===== src/rtl/apple2_disk_pkg.sv =====
// apple2_disk_pkg: constants, writeback states and the LBA formula shared by the track loader and writeback.
package apple2_disk_pkg;
    localparam int SECTORS_PER_TRACK = 13;
    localparam int TRACK_W = 6;
    typedef enum logic [1:0] {IDLE, REQ, XFER, DONE} wb_state_t;
    function automatic logic [31:0] track_lba(input logic [31:0] trk, input logic [31:0] sectors);
        return trk * sectors;
    endfunction
endpackage


===== src/rtl/sd_edge_det.sv =====
// sd_edge_det: sd_ack rise/fall pulses against a registered copy of sd_ack.
module sd_edge_det (
    input  logic clk_sys,
    input  logic reset_n,
    input  logic sd_ack,
    output logic ack_rise,
    output logic ack_fall
);
    logic old_ack_q;
    always_ff @(posedge clk_sys) begin
        if (!reset_n) old_ack_q <= 1'b0;
        else old_ack_q <= sd_ack;
    end
    assign ack_rise = sd_ack & ~old_ack_q;
    assign ack_fall = ~sd_ack & old_ack_q;
endmodule


===== src/rtl/track_writeback.sv =====
// track_writeback: writes a dirty track from track RAM back to the SD image through hps_io block writes.
module track_writeback #(
    parameter int SECTORS = apple2_disk_pkg::SECTORS_PER_TRACK,
    parameter int TRACK_W = apple2_disk_pkg::TRACK_W,
    parameter int SEC_W   = 4
) (
    input  logic               clk_sys,
    input  logic               reset_n,
    input  logic [TRACK_W-1:0] track,
    input  logic [TRACK_W-1:0] res_track,
    input  logic               dirty_set,
    input  logic               flush,
    input  logic               img_mounted,
    input  logic               img_size_nz,
    output logic [31:0]        sd_lba,
    output logic               sd_wr,
    input  logic               sd_ack,
    input  logic [8:0]         sd_buff_addr,
    output logic [7:0]         sd_buff_din,
    output logic [SEC_W+8:0]   tram_addr,
    input  logic [7:0]         tram_dout,
    output logic               load_hold,
    output logic               cpu_wait,
    output logic               busy
);
    import apple2_disk_pkg::*;
    localparam logic [SEC_W-1:0] LAST_SEC = SEC_W'(SECTORS - 1);
    wb_state_t state_q, state_d;
    logic [TRACK_W-1:0] wb_track_q, wb_track_d;
    logic [31:0] sd_lba_q, sd_lba_d;
    logic [SEC_W-1:0] sec_q, sec_d;
    logic sd_wr_q, sd_wr_d;
    logic dirty_q, dirty_d;
    logic redirty_q, redirty_d;
    logic abort_q, abort_d;
    logic busy_q, busy_d;
    logic cpu_wait_q, cpu_wait_d;
    logic load_hold_q, load_hold_d;
    logic ack_rise, ack_fall;
    logic mismatch, trigger, abort, last_sec;

    sd_edge_det u_edge (
        .clk_sys  (clk_sys),
        .reset_n  (reset_n),
        .sd_ack   (sd_ack),
        .ack_rise (ack_rise),
        .ack_fall (ack_fall)
    );

    assign mismatch = track != res_track;
    assign trigger  = dirty_q & img_size_nz & (flush | mismatch) & ~img_mounted;
    assign abort    = abort_q | img_mounted;
    assign last_sec = sec_q == LAST_SEC;

    always_comb begin
        state_d     = state_q;
        wb_track_d  = wb_track_q;
        sd_lba_d    = sd_lba_q;
        sec_d       = sec_q;
        sd_wr_d     = sd_wr_q;
        dirty_d     = dirty_q;
        redirty_d   = redirty_q;
        abort_d     = abort_q;
        busy_d      = busy_q;
        cpu_wait_d  = cpu_wait_q;
        load_hold_d = load_hold_q;
        case (state_q)
            IDLE: begin
                dirty_d = (img_mounted | ~img_size_nz) ? 1'b0 : (dirty_q | dirty_set);
                if (trigger) begin
                    state_d     = REQ;
                    wb_track_d  = res_track;
                    sd_lba_d    = track_lba(32'(res_track), 32'(SECTORS));
                    sec_d       = '0;
                    sd_wr_d     = 1'b1;
                    busy_d      = 1'b1;
                    cpu_wait_d  = 1'b1;
                    load_hold_d = 1'b1;
                end
            end
            REQ: begin
                if (abort & ~sd_ack) begin
                    sd_wr_d = 1'b0;
                    state_d = DONE;
                end else if (ack_rise) begin
                    sd_wr_d  = ~last_sec & ~abort;
                    sd_lba_d = sd_lba_q + 32'd1;
                    state_d  = XFER;
                end
            end
            XFER: begin
                if (ack_fall) begin
                    sec_d      = sec_q + 1'b1;
                    cpu_wait_d = 1'b0;
                    sd_wr_d    = sd_wr_q & ~abort;
                    state_d    = (sd_wr_q & ~abort) ? REQ : DONE;
                end
            end
            default: begin
                dirty_d     = redirty_q & (wb_track_q == res_track) & ~abort_q & ~img_mounted;
                redirty_d   = 1'b0;
                abort_d     = 1'b0;
                sd_wr_d     = 1'b0;
                busy_d      = 1'b0;
                cpu_wait_d  = 1'b0;
                load_hold_d = 1'b0;
                state_d     = IDLE;
            end
        endcase
        // a new image mid-flush must not inherit the old track's dirty state
        if (state_q == REQ || state_q == XFER) begin
            abort_d   = abort_q | img_mounted;
            redirty_d = ~img_mounted & (redirty_q | dirty_set);
            dirty_d   = dirty_q & ~img_mounted;
        end
    end

    always_ff @(posedge clk_sys) begin
        if (!reset_n) begin
            state_q     <= IDLE;
            wb_track_q  <= '0;
            sd_lba_q    <= '0;
            sec_q       <= '0;
            sd_wr_q     <= 1'b0;
            dirty_q     <= 1'b0;
            redirty_q   <= 1'b0;
            abort_q     <= 1'b0;
            busy_q      <= 1'b0;
            cpu_wait_q  <= 1'b0;
            load_hold_q <= 1'b0;
        end else begin
            state_q     <= state_d;
            wb_track_q  <= wb_track_d;
            sd_lba_q    <= sd_lba_d;
            sec_q       <= sec_d;
            sd_wr_q     <= sd_wr_d;
            dirty_q     <= dirty_d;
            redirty_q   <= redirty_d;
            abort_q     <= abort_d;
            busy_q      <= busy_d;
            cpu_wait_q  <= cpu_wait_d;
            load_hold_q <= load_hold_d;
        end
    end

    assign sd_lba      = sd_lba_q;
    assign sd_wr       = sd_wr_q;
    assign busy        = busy_q;
    assign cpu_wait    = cpu_wait_q;
    assign tram_addr   = {sec_q, sd_buff_addr};
    assign sd_buff_din = tram_dout;
    assign load_hold   = load_hold_q | (dirty_q & img_size_nz & mismatch);
endmodule

===== config.mk =====
export PLATFORM = sky130hd
export DESIGN_NAME = track_writeback
export DESIGN_NICKNAME = d
export VERILOG_FILES = /design/src/rtl/apple2_disk_pkg.sv /design/src/rtl/sd_edge_det.sv /design/src/rtl/track_writeback.sv
export SDC_FILE = /design/constraint.sdc
export NUM_CORES = 1
export LEC_CHECK = 0
export ABC_AREA = 1
export CAP_MARGIN = 10
export CORE_MARGIN = 2
export CORE_UTILIZATION = 57
export CTS_BUF_LIST = sky130_fd_sc_hd__clkbuf_2
export CTS_CLUSTER_DIAMETER = 150
export DETAILED_ROUTE_END_ITERATION = 6
export PLACE_DENSITY = 0.88
export SYNTH_ARGS = -nofsm -noshare
export SYNTH_HDL_FRONTEND = slang
export SYNTH_SLANG_ARGS = --single-unit

===== constraint.sdc =====
create_clock -name clk_sys -period 4.1 [get_ports clk_sys]
set_clock_uncertainty 0.2 [all_clocks]
set_input_delay 0.615 -clock clk_sys [delete_from_list [all_inputs] [get_ports clk_sys]]
set_output_delay 0.615 -clock clk_sys [all_outputs]
set_load 0.02 [all_outputs]

**After elaboration in Yosys (flattened, before gate mapping)**

Cells that the tools add are included.

- Reductions and logical operators: 12
- $mul: 1
- Mux-type cells: 27
- $add $sub $neg: 2
- Bitwise operators: 29
- Eq/ne operators: 12

Operator list:

| operator | count |
|---|---|
| $mux W32 | 3 |
| $pmux W32 S2 | 1 |
| $add A32 B1 Y32 const B | 1 |
| $and A1 B1 Y1 | 14 |
| $mul A6 B4 Y10 const B | 1 |
| $mux W1 | 10 |
| $mux W2 | 5 |
| $not A1 Y1 | 9 |
| $reduce_and A3 Y1 | 3 |
| $mux W4 | 2 |
| $ne A2 B2 Y1 const B | 4 |
| $pmux W4 S2 | 1 |
| $eq A6 B6 Y1 | 1 |
| $ne A6 B6 Y1 | 1 |
| $or A1 B1 Y1 | 6 |
| $pmux W1 S3 | 2 |
| $pmux W2 S3 | 1 |
| $add A4 B1 Y4 const B | 1 |
| $eq A4 B4 Y1 const B | 1 |
| $ne A2 B1 Y1 const B | 2 |
| $pmux W1 S2 | 2 |
| $reduce_and A2 Y1 | 2 |
| $reduce_and A4 Y1 | 1 |
| $reduce_bool A2 Y1 | 2 |
| other kinds (7) | 7 |

- Output and inout bits: 57
- Logic and storage cells: 94
- Bits of input ports: 36
- Bits in registers: 51

**Logic depth before layout (Yosys ltp)**

- Depth in word-level cells: 6
- Gate-level depth with buffers: 14
- Gate-level depth less buffers: 14

**Hierarchy**

From an unflattened synthesis, not the netlist that was laid out.

- Cell total of the unflattened synthesis: 676
- Area, all modules: 4097.7 µm²

Modules (own cells, without submodules):

| module | cells each | times used | area each (µm²) | seq. area each (µm²) |
|---|---|---|---|---|
| track_writeback | 669 | 1 | 4052.6 | 1001.0 |
| sd_edge_det | 7 | 1 | 45.0 | 20.0 |

**Worst setup path after synthesis**

Ideal clock, no wire load.

- Kind: input port to flip-flop
- Start point: input res_track[1]
- End point: register sd_lba_q[9], in the netlist sd_lba[9]
- Data required time: 3.787 ns
- Slack: 1.136 ns
- Buffers on the path: 0
- Arrival time: 2.651 ns
- Cell stages on the path: 12
- Cell sequence: ha_1 -> fa_1 -> fa_1 -> nand3_1 -> nand3_1 -> nand2_1 -> nand2_1 -> or2_2 -> nand3_1 -> nand2_1 -> nor2_1 -> nor2_1

- Longest elaborated chain between the ends: 6
- Elaborated cells on any way between the ends: 9

Ends and longest elaborated chain:

| what | line | text |
|---|---|---|
| start, declared | track_writeback.sv:10 | `input logic [TRACK_W-1:0] res_track,` |
| branches (longest 6 deep; another with $mul A6 B4 Y10) | n/a |  |
| end signal, assigned | track_writeback.sv:134 | `sd_lba_q <= sd_lba_d;` |
| end, declared | track_writeback.sv:30 | `logic [31:0] sd_lba_q, sd_lba_d;` |

Several ways; the timed one is not identified. The select of a mux whose other input is x is not followed.
A chain may end at the register's enable or synchronous reset.

**Final worst setup path**

- Start point: input res_track[4]
- End point: output load_hold

- Longest elaborated chain between the ends: 3

Ends and longest elaborated chain:

| what | line | text |
|---|---|---|
| $ne A6 B6 Y1 | track_writeback.sv:50 | `assign mismatch = track != res_track;` |
| $and A1 B1 Y1 | track_writeback.sv:152 | `assign load_hold = load_hold_q \| (dirty_q & img_size_nz & mismatch);` |
| $or A1 B1 Y1 | track_writeback.sv:152 |  |
| end, declared | track_writeback.sv:22 | `output logic load_hold,` |

Every way passes these cells.

==> flow_summary_export.csv <==
group,metric,value,unit
worst_setup_path,setup.worst_path.class,"input pin to output port",
place,gp_congestion,0.924,
layout,multi_input_area,2590,um2
power_and_ir_drop,power_frac_comb,0.534,
logic_synthesis,synth-edff-count,0,
drt,wirelength,10.3,mm
power_and_ir_drop,p_switching,0.922,mW
power_and_ir_drop,p_int,0.998,mW
sta,fin_crit,3.27,ns
power_and_ir_drop,power.share.sequential,0.362,
sta,hold_viol,0,
cts,post_cts_buffers,0,
drt,wl_per_cell,12.7,um
sta,fmax,306,MHz
floorplanning,boundaryPins,93,
sta,finalSetupTns,0,ns
cts,cts.htree.levels,2,
cts,cts_hold_buf,0,
worst_setup_path,path_cells,"clkdlybuf4s50_1, nand2_1, nand2_1, nor2_2, and3_1, o21ai_0, clkdlybuf4s50_1",
drt,dr.pass1.iters,5,
drt,antenna_left,0,
layout,layout.nets,778,
worst_setup_path,crit_arrival,2.45,ns
worst_setup_path,endpoint_kind,"output port",
layout,diodes,0,
floorplanning,die_h,90.0,um
worst_setup_path,cp_num_buf_inv,2,
worst_setup_path,reg2reg_from,"state_q[1]",
drt,num_vias,4352,
power_and_ir_drop,peakVddDrop,0.000332,V
logic_synthesis,async_flop_share,0,
layout,seq_area,1020,um2
cts,cts_tree,"built",
place,dpl_cell_area,4690,um2
place,hpwlAfterDp,7.73,mm
floorplanning,dieArea,8100,um2
logic_synthesis,synth_cells,683,
worst_setup_path,rr_worst_depth,10,
sta,tightest_slew,0.796,ns
global_route,grt_pass1_vias,4172,
cts,cts.sinks,51,
place,portBuffers,58,
worst_setup_path,cp.depth,7,
sta,rsz0062_at_grt,"no",
cts,path_clk_slew,0.23,ns
layout,fillCellCount,674,
worst_setup_path,critical_path.endpoint,"load_hold",
global_route,grt_use_total,0.257,
cts,ctsRootBufferMaster,"clkbuf_2",
outcome,outcome,"finished, final reports clean",
worst_setup_path,rrSetupSlack,1.31,ns
logic_synthesis,avgSynthCellArea,6.17,um2
layout,drive_gt1_frac,0.0714,
cts,clk_path_buf_depth,2,
power_and_ir_drop,clkPwrFrac,0.104,
logic_synthesis,syn_area,4220,um2
hold_path,hold_path_depth,2,
worst_setup_path,startpoint_type,"input pin",
sta,slew-limit-headroom,0.468,
worst_setup_path,critPathMaxStageDelay,0.68,ns
logic_synthesis,ys_seq_area_frac,0.242,
worst_setup_path,startpoint,"res_track[4]",
power_and_ir_drop,swShare,0.480,
floorplanning,start_util,0.584,
floorplanning,core-area,7210,um2
drt,drt_iter0_drc,241,
power_and_ir_drop,powerDensity,407,nW/um2
global_route,grt.overflow.total,0,
job,maxCapViolations,0,
power_and_ir_drop,cellLeakagePower,1.95,nW
worst_setup_path,cp_max_fo,7,
layout,syn2layout_area_growth,11.8,%
global_route,grt_max_degree,41,
cts,ctsResizeCount,0,
sta,finalSetupViolations,0,
sta,drv_slew,0,
sta,period_share,0.797,
place,detailedPlace.worstSlack,0.346,ns
worst_setup_path,slowest_stage,"clkdlybuf4s50_1",
drt,drc,0,
sta,layout_setup_ws,0.832,ns
logic_synthesis,synth-seq-cells,51,
hold_path,holdCritPathClass,"flop to flop",
logic_synthesis,syn_nets,746,
logic_synthesis,yosys_warnings,0,
floorplanning,fp-row-count,31,
worst_setup_path,cp.required,3.28,ns
worst_setup_path,r2r-end,"sd_lba[19]",
worst_setup_path,crit_family,"buffers and inverters",
logic_synthesis,synth_cell_types,36,
cts,clkLatencyLatePin,0.44,ns
logic_synthesis,synth-main-ff-cell,"dfxtp_1",
layout,finalInstanceArea,4720,um2
global_route,antenna_found_initial,0,
drt,avgViaCountPerCell,5.35,
layout,fin_util,0.654,
cts,numCtsBuffers,5,
global_route,grt_pass1_wl,17.8,mm
floorplanning,die_w,90.0,um
[layer usage]
| metal | global-route usage | routed length [um] | part of all wire |
|---|---|---|---|
| met1 | 0.305 | 4600 | 0.45 |
| met2 | 0.461 | 4890 | 0.47 |
| met3 | 0.0411 | 596 | 0.058 |
| met4 | 0.104 | 231 | 0.022 |
| met5 | 0 | 0 | 0 |
[cell usage after synthesis, types with 2 or more instances]
master | count | area share
nand2_1 | 177 | 0.16
nand3_1 | 63 | 0.075
nand3b_1 | 4 | 0.0071
dfxtp_1 | 51 | 0.24
o22ai_1 | 2 | 0.0030
nor2_1 | 111 | 0.099
o21ai_1 | 2 | 0.0024
nor3_1 | 5 | 0.0059
nand2_4 | 2 | 0.0053
nand2_2 | 13 | 0.019
inv_1 | 87 | 0.077
ha_1 | 24 | 0.071
xor2_1 | 7 | 0.015
nor2_2 | 3 | 0.0045
a21oi_2 | 8 | 0.017
inv_2 | 4 | 0.0036
buf_6 | 5 | 0.013
a21oi_1 | 26 | 0.031
nand3_2 | 7 | 0.017
clkbuf_1 | 7 | 0.0062
o21bai_1 | 5 | 0.0089
xnor2_1 | 4 | 0.0083
nand4_1 | 2 | 0.0030
o21ai_0 | 28 | 0.033
buf_4 | 17 | 0.030
fa_1 | 3 | 0.014
buf_2 | 7 | 0.0083
[worst reg2reg max path, cell delays in order (launching register included)]
cell and delay [ns]:
dfxtp_1 0.47, inv_1 0.12, ha_1 0.21, inv_1 0.55, a21oi_1 0.18, a21oi_4 0.33, buf_4 0.38, nand3_1 0.13
nand2_1 0.09, inv_1 0.04, nor2_1 0.07
[final cells by class]
cell class | instances | area share
clock buffers | 6 | 0.00637
well taps | 99 | 0.0263
inverters | 91 | 0.0724
flip-flops and latches | 51 | 0.217
repair buffers | 62 | 0.129
multi-input cells | 504 | 0.549
[metrics by stage]
stage                     total power [mW]  hold slack (ns)  cells
after global placement                1.68            0.243    807
after floorplan                       1.47            0.236    683
after global routing                  2.08            0.303    813
final                                 1.92            0.278    813
after detailed placement              1.72            0.253    807
after CTS                             1.92            0.279    813
[kinds of logic (layout without fill, tap and decap cells)]
kind of cell,Yosys count,in the layout,share of synthesized area
DFF,51,51,0.242
AOI/OAI and AO/OA,75,75,0.104
adders and majority gates,27,27,0.0855
buffers and inverters,128,159,0.144
and+or+nand+nor,391,391,0.401
xor gates and xnor gates,11,11,0.0228
[layout by cell type (no fill, tap or decap), types with 4 or more instances in the layout]
cell type	n
nand2_1	177
inv_2	4
a21oi_2	8
nand3b_1	4
o21ai_0	28
nor3_1	5
xor2_1	7
o21bai_1	5
nand2_2	13
clkbuf_2	6
nand3_1	63
ha_1	24
a21oi_1	26
clkdlybuf4s50_1	58
buf_4	4
inv_1	87
nand3_2	7
xnor2_1	4
nor2_1	111
dfxtp_1	51
[worst min path at each step]
stage / slack [ns] / from / to
after floorplan: 0.24 / wb_track_q[0] / wb_track_q[0]
after global placement: 0.24 / wb_track_q[3] / wb_track_q[3]
after detailed placement: 0.25 / wb_track_q[0] / wb_track_q[0]
after CTS: 0.28 / wb_track_q[0] / wb_track_q[0]
after global routing: 0.30 / wb_track_q[2] / wb_track_q[2]
final: 0.28 / wb_track_q[0] / wb_track_q[0]
[state kept, by name, indices dropped and copies added, names as in the netlist]
signal and flops:
u_edge.old_ack_q 1, sd_lba 32, sec_q 4, redirty_q 1, load_hold_q 1, dirty_q 1, wb_track_q 6, sd_wr 1
cpu_wait 1, state_q 2, abort_q 1
[power by group through the flow]
stage,Combinational (mW),Sequential (mW),Clock (mW)
CTS,1.02,0.693,0.204
global route,1.14,0.713,0.224
global placement,0.980,0.698,0
floorplan,0.694,0.771,0
finish,1.02,0.694,0.201
detailed placement,1.02,0.702,0
Power figures use the tool's default switching activity.
